### src/rtl/swerv_types.sv
// Shared LSU type and constant definitions; the load pipe and the DCCM write
// buffer use the same entry layout and depth/starvation constants.
`ifndef RV_DCCM_BITS
`define RV_DCCM_BITS 16
`endif

package swerv_types;

    localparam int unsigned DCCM_BITS        = `RV_DCCM_BITS;
    localparam int unsigned DCCM_FDATA_WIDTH = 39;

    localparam int unsigned WRBUF_DEPTH      = 4;
    localparam int unsigned WRBUF_STARVE_MAX = 8;

    typedef struct packed {
        logic [DCCM_BITS-1:0]        addr;
        logic [DCCM_FDATA_WIDTH-1:0] data;
    } wrbuf_entry_t;

endpackage

### src/rtl/lsu_wrbuf_fwd_match.sv
// Youngest-match selector for store-to-load forwarding: scans entries oldest
// to youngest starting at rd_ptr and keeps the last valid word-address match.
module lsu_wrbuf_fwd_match #(
    parameter int unsigned DEPTH = 4,
    parameter int unsigned AW    = 14
) (
    input  logic [DEPTH-1:0]          valid,
    input  logic [DEPTH-1:0][AW-1:0]  word_addr,
    input  logic [$clog2(DEPTH)-1:0]  rd_ptr,
    input  logic [AW-1:0]             lookup_addr,
    output logic [DEPTH-1:0]          match_sel,
    output logic                      hit
);

    localparam int unsigned PW = $clog2(DEPTH);

    logic [PW-1:0] idx;

    always_comb begin
        match_sel = '0;
        hit       = 1'b0;
        idx       = '0;
        for (int unsigned k = 0; k < DEPTH; k++) begin
            idx = rd_ptr + PW'(k);
            if (valid[idx] && (word_addr[idx] == lookup_addr)) begin
                match_sel      = '0;
                match_sel[idx] = 1'b1;
                hit            = 1'b1;
            end
        end
    end

endmodule

### src/rtl/lsu_dccm_wrbuf.sv
// Committed-store write buffer in front of the DCCM write port: FIFO drain
// when the load pipe leaves the array idle, starvation override, forwarding.
module lsu_dccm_wrbuf
    import swerv_types::*;
#(
    parameter int unsigned DEPTH      = WRBUF_DEPTH,
    parameter int unsigned ADDR_W     = DCCM_BITS,
    parameter int unsigned DATA_W     = DCCM_FDATA_WIDTH,
    parameter int unsigned STARVE_MAX = WRBUF_STARVE_MAX
) (
    input  logic                     clk,
    input  logic                     rst_l,
    input  logic                     lsu_freeze_dc3,
    input  logic                     stbuf_push,
    input  logic [ADDR_W-1:0]        stbuf_addr,
    input  logic [DATA_W-1:0]        stbuf_data,
    output logic                     stbuf_full,
    output logic                     stbuf_empty,
    output logic [$clog2(DEPTH):0]   stbuf_count,
    input  logic                     ld_rden,
    output logic                     ld_stall,
    input  logic [ADDR_W-1:0]        fwd_addr,
    output logic                     fwd_hit,
    output logic [DATA_W-1:0]        fwd_data,
    output logic                     dccm_wren,
    output logic [ADDR_W-1:0]        dccm_wr_addr,
    output logic [DATA_W-1:0]        dccm_wr_data
);

    localparam int unsigned PW  = $clog2(DEPTH);
    localparam int unsigned CW  = PW + 1;
    localparam int unsigned SW  = $clog2(STARVE_MAX + 1);
    localparam int unsigned WAW = ADDR_W - 2;

    logic [ADDR_W-1:0]           addr_q [DEPTH];
    logic [DATA_W-1:0]           data_q [DEPTH];
    logic [DEPTH-1:0]            valid_q;
    logic [DEPTH-1:0]            valid_nxt;
    logic [PW-1:0]               rd_ptr;
    logic [PW-1:0]               wr_ptr;
    logic [CW-1:0]               count;
    logic [SW-1:0]               starve_cnt;
    logic                        drain;
    logic                        push_ok;
    logic                        force_drain;
    logic [DEPTH-1:0][WAW-1:0]   word_addr;
    logic [DEPTH-1:0]            fwd_sel;
    logic                        unused_fwd_lsb;

    assign stbuf_empty  = (count == '0);
    assign stbuf_full   = (count == CW'(DEPTH));
    assign stbuf_count  = count;
    assign force_drain  = (starve_cnt == SW'(STARVE_MAX - 1)) & stbuf_full;
    assign drain        = ~stbuf_empty & ~lsu_freeze_dc3 & (~ld_rden | force_drain);
    assign push_ok      = stbuf_push & (~stbuf_full | drain);
    assign ld_stall     = force_drain & ld_rden;
    assign dccm_wren    = drain;
    assign dccm_wr_addr = stbuf_empty ? '0 : addr_q[rd_ptr];
    assign dccm_wr_data = stbuf_empty ? '0 : data_q[rd_ptr];

    // Clear before set: a push-while-full with pop reuses the popped slot.
    always_comb begin
        valid_nxt = valid_q;
        if (drain)   valid_nxt[rd_ptr] = 1'b0;
        if (push_ok) valid_nxt[wr_ptr] = 1'b1;
    end

    always_ff @(posedge clk or negedge rst_l) begin
        if (!rst_l) begin
            rd_ptr     <= '0;
            wr_ptr     <= '0;
            count      <= '0;
            valid_q    <= '0;
            starve_cnt <= '0;
        end else begin
            if (drain)   rd_ptr <= rd_ptr + PW'(1);
            if (push_ok) wr_ptr <= wr_ptr + PW'(1);
            case ({push_ok, drain})
                2'b10:   count <= count + CW'(1);
                2'b01:   count <= count - CW'(1);
                default: count <= count;
            endcase
            valid_q <= valid_nxt;
            if (lsu_freeze_dc3)
                starve_cnt <= starve_cnt;
            else if (stbuf_full & ld_rden & ~force_drain)
                starve_cnt <= starve_cnt + SW'(1);
            else
                starve_cnt <= '0;
        end
    end

    always_ff @(posedge clk) begin
        if (push_ok) begin
            addr_q[wr_ptr] <= stbuf_addr;
            data_q[wr_ptr] <= stbuf_data;
        end
    end

    always_comb begin
        for (int unsigned k = 0; k < DEPTH; k++)
            word_addr[k] = addr_q[k][ADDR_W-1:2];
    end

    lsu_wrbuf_fwd_match #(
        .DEPTH (DEPTH),
        .AW    (WAW)
    ) u_fwd_match (
        .valid       (valid_q),
        .word_addr   (word_addr),
        .rd_ptr      (rd_ptr),
        .lookup_addr (fwd_addr[ADDR_W-1:2]),
        .match_sel   (fwd_sel),
        .hit         (fwd_hit)
    );

    assign unused_fwd_lsb = ^fwd_addr[1:0];

    always_comb begin
        fwd_data = '0;
        for (int unsigned k = 0; k < DEPTH; k++)
            if (fwd_sel[k]) fwd_data = fwd_data | data_q[k];
    end

    lsu_wrbuf_overflow: assert property (@(posedge clk) disable iff (!rst_l)
        !(stbuf_push && stbuf_full && !drain));

endmodule
### config.mk
export PLATFORM = sky130hd
export DESIGN_NAME = lsu_dccm_wrbuf
export DESIGN_NICKNAME = d
export VERILOG_FILES = /design/src/rtl/swerv_types.sv /design/src/rtl/lsu_wrbuf_fwd_match.sv /design/src/rtl/lsu_dccm_wrbuf.sv
export SDC_FILE = /design/constraint.sdc
export NUM_CORES = 1
export LEC_CHECK = 0
export ABC_CLOCK_PERIOD_IN_PS = 5350
export CORE_MARGIN = 2
export CORE_UTILIZATION = 50
export CTS_CLUSTER_SIZE = 14
export DETAILED_ROUTE_END_ITERATION = 7
export PLACE_DENSITY = 0.87
export SLEW_MARGIN = 20
export SYNTH_ARGS = -nofsm -noshare
export SYNTH_HDL_FRONTEND = slang
export SYNTH_HIERARCHICAL = 1
export SYNTH_SLANG_ARGS = --single-unit
### constraint.sdc
create_clock -name clk -period 5.35 [get_ports clk]
set_input_delay 1.07 -clock clk [delete_from_list [all_inputs] [get_ports clk]]
set_output_delay 1.07 -clock clk [all_outputs]
set_load 0.02 [all_outputs]
==> results of run 1 <==
worst paths after layout:
check | slack (ns) | end | cells after the start | start
setup / recovery | 0.07 | fwd_data[36] | 19 | rd_ptr[0]$_DFFE_PN0N_
hold / removal | 0.51 | starve_cnt[1]$_DFFE_PN0N_ | 2 | starve_cnt[1]$_DFFE_PN0N_
setup reg to reg | 2.49 | data_q[3][17]$_DFFE_PP_ | 5 | starve_cnt[0]$_DFFE_PN0N_
hold reg to reg | 0.51 | starve_cnt[1]$_DFFE_PN0N_ | 2 | starve_cnt[1]$_DFFE_PN0N_
max in group asynchronous | 3.86 | rd_ptr[1]$_DFFE_PN0N_ | 1 | rst_l
min in group asynchronous | 0.96 | stbuf_count[0]$_DFFE_PN0P_ | 1 | rst_l
metrics by stage:
stage / cells / total power [mW] / hold slack [ns] / worst slack, ns / instance area [µm²]
after global routing: 1427 / 10.1 / 0.547 / -0.0368 / 16700
after global placement: 1349 / 7.18 / 0.484 / -0.336 / 15300
final: 1427 / 9.70 / 0.511 / 0.0704 / 16700
after floorplan: 855 / 5.78 / 0.462 / 0.0615 / 12900
after detailed placement: 1349 / 7.29 / 0.500 / -0.383 / 15300
after CTS: 1406 / 9.31 / 0.514 / -0.0463 / 16200
cells in the final DEF, fill, tap and decap left out, types with 17 or more instances in the layout:
master,n
edfxtp_1,220
and2_1,57
mux2i_1,39
clkbuf_16,30
buf_2,28
xor2_1,17
xnor2_1,42
buf_4,64
a22oi_2,23
mux4_2,75
nand2_1,51
clkdlybuf4s50_1,136
a22oi_1,55
mux4_1,17
Yosys cell counts, drive strengths merged (4+ instances only):
cell type / instances / share of area
a21oi: 6 / 0.0023
a221oi: 4 / 0.0027
a22oi: 78 / 0.046
a311oi: 4 / 0.0027
and2: 61 / 0.030
buf: 36 / 0.021
clkbuf: 31 / 0.0090
dfrtp: 15 / 0.029
edfxtp: 220 / 0.51
ha: 14 / 0.014
inv: 20 / 0.0058
mux2: 4 / 0.0038
mux2i: 41 / 0.032
mux4: 92 / 0.17
nand2: 54 / 0.016
nand2b: 7 / 0.0034
nand3: 7 / 0.0027
nand3b: 6 / 0.0035
nand4: 8 / 0.0039
nor2: 13 / 0.0040
nor3: 4 / 0.0016
nor3b: 4 / 0.0023
nor4: 8 / 0.0067
o21ai: 6 / 0.0023
o2bb2ai: 5 / 0.0034
o41ai: 5 / 0.0034
xnor2: 46 / 0.031
xor2: 17 / 0.012
routing by layer:
layer  GRT usage  wire (µm)  up-vias
li1            -          -     3879
met1       0.310      13200     4602
met2       0.433      18300      485
met3      0.0645       3170       88
met4      0.0870       1130        0
met5           0          0        -
what timing repair did:
item                                    4_1_cts  5_1_grt
pin swaps                                     5       15
gates resized for setup                     170       59
endpoints found under the setup margin       39       39
setup buffers                                 9       15
cloned                                        3        6
cell families (layout without fill, tap and decap cells):
kind of cell    after synthesis  in the layout  synth area share
compound gates              132            132            0.0798
xor+xnor                     63             63            0.0429
fa+ha+maj                    15             15            0.0152
buf+inv                      88            330            0.0357
flops                       235            235             0.543
mux                         137            137             0.202
simple gates                185            185            0.0821
worst reg2reg max path: stages (launching register included):
cell and delay, ns:
dfrtp_1 0.38, ha_1 0.22, and3b_1 0.29, o221a_1 0.50, and2_2 0.32, buf_4 0.72
registers in the layout, summed over array words and instances (netlist names):
register and flops:
data_q 156, addr_q 64, rd_ptr 2, valid_q 4, wr_ptr 2, starve_cnt 4
stbuf_count 3
report_power, final:
group | internal (mW) | switching, mW
sequential | 2.45 | 0.271
combinational | 2.63 | 2.53
clock | 1.09 | 0.724
final cells by class:
cell class / count / area (µm²)
inverters: 21 / 78.8
fillers: 1766 / 8570
multi-input cells: 532 / 5700
clock buffers: 30 / 674
well taps: 330 / 413
clock inverters: 15 / 191
repair buffers: 264 / 2640
flip-flops and latches: 235 / 6990
==> flow_summary.yaml, run 1 <==
outcome:
  run_status: "finished, final reports clean"
yosys:
  syn_inst: 855
  ys_seq_area_frac: 0.543
  yosysWarnings: 6
  ys_ff_latch: 235
  synth_ff_type: "edfxtp_1"
  synth-edff-count: 220
  syn-num-nets: 946
  syn_area_um2: 12900
  async_flop_share: 0.0638
  synth.distinct_cells: 68
  syn_area_per_cell_um2: 15.0
worst_setup_path:
  critPathTopFamily: "buffers and inverters"
  critPathBufInv: 9
  endpoint_kind: "primary output"
  required_ns: 4.28
  critPathKind: "register to primary output"
  startpoint_type: "register"
  cp_common_cell: "buf_4"
  cp_slowest_cell: "dfrtp_4"
  path_cells: "inv_2, ha_4, buf_12, buf_12, buf_4, mux2i_1, xor2_1, o221ai_1, a211o_1, nor4_4, buf_4, nor3b_1, buf_4, a311oi_4, buf_6, clkbuf_16, a22oi_1, nand2_1, buf_4"
  critPathMaxFanout: 9
  crit_arrival_ns: 4.21
  crit_path_max_incr_delay_ns: 0.51
detailed_routing:
  drtIter0Drc: 772
  drtAntennaViolNets: 0
  wl_per_cell_um: 25.1
  post-route-drc-count: 0
  vias_per_cell: 6.34
  num_vias: 9054
  finalWirelength_mm: 35.8
  drt_first_pass_iters: 5
floorplanning:
  die_area_um2: 27000
  die_h_um: 164
  rows: 58
  ios: 178
  coreArea_um2: 25300
  initial_core_util: 0.509
  die_w_um: 164
pwr:
  irDropWorstVdd_mv: 0.467
  p_per_area_nw_per_um2: 581
  p_leak_nw: 6.02
clock_tree:
  insertion_delay_ns: 0.54
  cts_sinks: 235
  cts_buffers: 25
  path_clk_slew_ns: 0.06
  htreeDepth: 1
  cts_hold_buf: 0
  root_buffer: "clkbuf_16"
  cts_buffer_depth: 3
  cts_tree: "built"
sta:
  max_slew_margin: 0.399
  finalSetupViolCount: 0
  finalCritPeriodShare: 0.987
  min_period_ns: 5.28
  final_hold_viol_count: 0
  skew_ns: 0.0160
  maxSlewViolCount: 0
  tns_ns: 0
  tightest_slew_ns: 0.901
  timing.fmax_mhz: 189
cells_and_area:
  nets: 1170
  drive_above_1_share: 0.278
  n_antenna_cell: 0
  synthToLayoutAreaGrowth_pct: 29.7
  post-route-util: 0.661
min_path:
  hold_path.class: "register to register"
global_routing:
  gr-total-overflow: 0
  antenna_found_initial: 0
  grt_pass1_wl_mm: 51.6
  grt_start_max_net_pins: 67
  track_usage: 0.252
  grt_pass1_vias: 9181
place:
  dp_hpwl_mm: 21.0
  numPortBuffers: 175
  gp_congestion: 0.890
job:
  drv_cap: 0
Note: power is estimated with default switching activity, not from simulation.
==> run 2, diff against run 1 <==
--- a/config.mk
+++ b/config.mk
@@ -5,6 +5,7 @@
 export SDC_FILE = /design/constraint.sdc
 export NUM_CORES = 1
 export LEC_CHECK = 0
+export ABC_AREA = 1
 export ABC_CLOCK_PERIOD_IN_PS = 5350
 export CORE_MARGIN = 2
 export CORE_UTILIZATION = 50
@@ -16,3 +17,4 @@
 export SYNTH_HDL_FRONTEND = slang
 export SYNTH_HIERARCHICAL = 1
 export SYNTH_SLANG_ARGS = --single-unit
+export TNS_END_PERCENT = 20
==> flow_summary.yaml, run 2 <==
pwr:
  seq_power_share: 0.281
  p_clk_frac: 0.178
  p_leak_nw: 6.84
  p_sw_mw: 4.18
  swShare: 0.449
  p_int_mw: 5.14
  irDropWorstVdd_mv: 0.633
  p_per_area_nw_per_um2: 590
  combPwrFrac: 0.541
detailed_routing:
  wl_met3_mm: 4.22
  drtAntennaViolNets: 0
  vias_per_cell: 5.85
  wl_met2_mm: 18.6
  top_layer: "met5"
  drt_first_pass_iters: 8
  post-route-drc-count: 4
  drtIter0Drc: 1485
  wl_per_cell_um: 18.9
  wl_met1_mm: 13.8
  num_vias: 11700
  finalWirelength_mm: 37.7
cells_and_area:
  layout_commonest_cell: "nand2_1"
  synthToLayoutAreaGrowth_pct: 21.7
  drive_above_1_share: 0.0542
  top_register: "data_q"
  final_cell_mix: "nand2_1 (397), edfxtp_1 (220), nand3_1 (168)"
  post-route-cell-area_um2: 15800
  instances_no_fill: 1992
  nFillCells: 1931
  nets: 1735
  top_regs: "data_q x156, addr_q x64"
  largest_reg_flops: 156
global_routing:
  track_usage: 0.272
  gr-total-overflow: 0
  grt_start_max_net_pins: 170
  grt_pass1_wl_mm: 57.8
  grt_pass1_vias: 11400
  antenna_found_initial: 1
yosys:
  yosysWarnings: 6
  synth.most_common_cell: "nand2_1"
  async_flop_share: 0.0638
  yosys-top-cells-area: "edfxtp_1 (51%), nand2_1 (11%), nand3_1 (6.5%)"
  synth_commonest_cells: "nand2_1 (397), edfxtp_1 (220), nand3_1 (168), o21ai_0 (148), a21oi_1 (137)"
  synth.distinct_cells: 29
  syn_area_per_cell_um2: 8.63
  syn_inst: 1503
  yosys.area.top_type: "edfxtp_1"
  synth-edff-count: 220
  synth_top_area_share: 0.509
  syn-num-nets: 1594
  ys_ff_latch: 235
  ys_seq_area_frac: 0.538
  syn_area_um2: 13000
  synth_ff_type: "edfxtp_1"
worst_setup_path:
  path_cells: "inv_8, ha_1, inv_1, buf_8, nand3_1, nand3_1, nand2_1, nor2_1, nand2_1, nor2_4, nand2_2, nand3_1, nand2_1, nand2_1, nand2_1, inv_4, buf_12, o21ai_0, a21oi_1, o21ai_0, dlygate4sd2_1"
  cp_slowest_cell: "dfrtp_4"
  cp_common_cell: "nand2_1"
  critPathKind: "register to primary output"
  crit_path_max_incr_delay_ns: 0.55
  startpoint_type: "register"
  crit_arrival_ns: 4.15
  required_ns: 4.28
  endpoint_kind: "primary output"
  critPathMaxFanout: 32
floorplanning:
  ios: 178
  die_area_um2: 27300
  die_w_um: 165
  rows: 58
  die_h_um: 165
  initial_core_util: 0.512
  coreArea_um2: 25300
sta:
  timing.fmax_mhz: 192
  rsz0062_at_grt: "yes"
  tightest_slew_ns: 1.03
  skew_ns: 0.0140
  finalCritPeriodShare: 0.975
  final_hold_viol_count: 0
  min_period_ns: 5.22
  max_slew_margin: 0.307
  maxSlewViolCount: 0
  finalSetupViolCount: 0
clock_tree:
  insertion_delay_ns: 0.52
  htreeDepth: 1
  cts_buffers: 25
  cts_tree: "built"
  cts_buffer_depth: 3
  path_clk_slew_ns: 0.06
  cts_setup_buffers: 0
  root_buffer: "clkbuf_16"
  cts_sinks: 235
place:
  place_inst: 1946
  numPortBuffers: 175
  dp_hpwl_mm: 23.9
  placed_area_um2: 14900
  gp_congestion: 0.954
outcome:
  run_status: "complete, but fails checks"
  violations: "design-rule violations"
min_path:
  hold_path.class: "register to register"
job:
  drv_cap: 0
[run 2: cell types whose count changed after synthesis, sizes merged, moves of 45 or more]
cell,previous run,this run
mux4,92,0
and2,61,1
nor2,13,101
xnor2,46,1
nand3,7,168
a21oi,6,137
o21ai,6,172
nand2,54,407
inv,20,127
a22oi,78,0
[run 2: cells by family (layout without fill, tap and decap cells)]
family,count (synthesis),after routing,share of synthesized area
AND/OR/NAND/NOR,682,682,0.222
other,0,1,0
XOR/XNOR,13,13,0.00878
adder cells (fa/ha/maj),15,15,0.0150
flip-flops,235,235,0.538
buffers and inverters,210,368,0.0746
AO/OA/AOI/OAI,348,348,0.142
[run 2: path summary, 6_finish.rpt]
kind / startpoint / endpoint / slack [ns] / cells past startpoint
setup / recovery: rd_ptr[0]$_DFFE_PN0N_ / fwd_data[5] / 0.13 / 21
hold / removal: valid_q[0]$_DFF_PN0_ / valid_q[0]$_DFF_PN0_ / 0.51 / 2
setup reg to reg: stbuf_count[0]$_DFFE_PN0P_ / data_q[2][22]$_DFFE_PP_ / 2.32 / 9
hold reg to reg: valid_q[0]$_DFF_PN0_ / valid_q[0]$_DFF_PN0_ / 0.51 / 2
max in group asynchronous: rst_l / rd_ptr[1]$_DFFE_PN0N_ / 3.75 / 1
min in group asynchronous: rst_l / starve_cnt[3]$_DFFE_PN0N_ / 1.01 / 1
[run 2: worst max-delay path: cells and delay by family (launching register included)]
family / cells / cell delay [ns]
AO/OA/AOI/OAI: 3 / 0.45
AND/OR/NAND/NOR: 11 / 1.17
buffers and inverters: 6 / 1.15
adder cells (fa/ha/maj): 1 / 0.27
flip-flops: 1 / 0.55
[run 2: power by group through the flow]
stage | Sequential, mW | Combinational [mW] | Clock (mW)
2_1_floorplan | 2.61 | 3.33 | 0
3_3_place_gp | 2.62 | 4.74 | 0
3_5_place_dp | 2.64 | 4.87 | 0
4_1_cts | 2.61 | 4.93 | 1.66
5_1_grt | 2.65 | 5.48 | 1.74
6_report | 2.62 | 5.04 | 1.66
[run 2: layout make-up]
cell class / instances / area (µm²) / area share
antenna: 1 / 2.50 / 0.000159
clock buffer: 31 / 658 / 0.0417
timing repair buffer: 197 / 2080 / 0.132
tap: 330 / 413 / 0.0262
sequential: 235 / 6990 / 0.443
multi-input combinational: 1058 / 5030 / 0.319
inverter: 127 / 492 / 0.0312
clock inverter: 13 / 116 / 0.00737
[run 2: metal layers]
layer / GRT usage / vias to the layer above
li1: - / 5421
met1: 0.327 / 5490
met2: 0.469 / 646
met3: 0.0709 / 91
met4: 0.103 / 2
met5: 0 / -
[run 2: repair_timing]
action,in CTS,in global routing
endpoints found under the setup margin,34,39
gates resized for setup,10,35
gates cloned,0,1
hold buffers,0,0
[run 2: per-stage QoR]
| step | utilization | TNS, ns | total power, mW | hold slack, ns | setup WS (ns) |
|---|---|---|---|---|---|
| 6_report | 0.623 | 0 | 9.32 | 0.509 | 0.134 |
| 5_1_grt | 0.623 | -0.634 | 9.87 | 0.550 | -0.137 |
| 4_1_cts | 0.618 | 0 | 9.19 | 0.511 | 0.000787 |
| 3_5_place_dp | 0.588 | 0 | 7.51 | 0.496 | 0.141 |
| 3_3_place_gp | 0.588 | 0 | 7.35 | 0.490 | 0.202 |
| 2_1_floorplan | - | 0 | 5.94 | 0.470 | 1.15 |
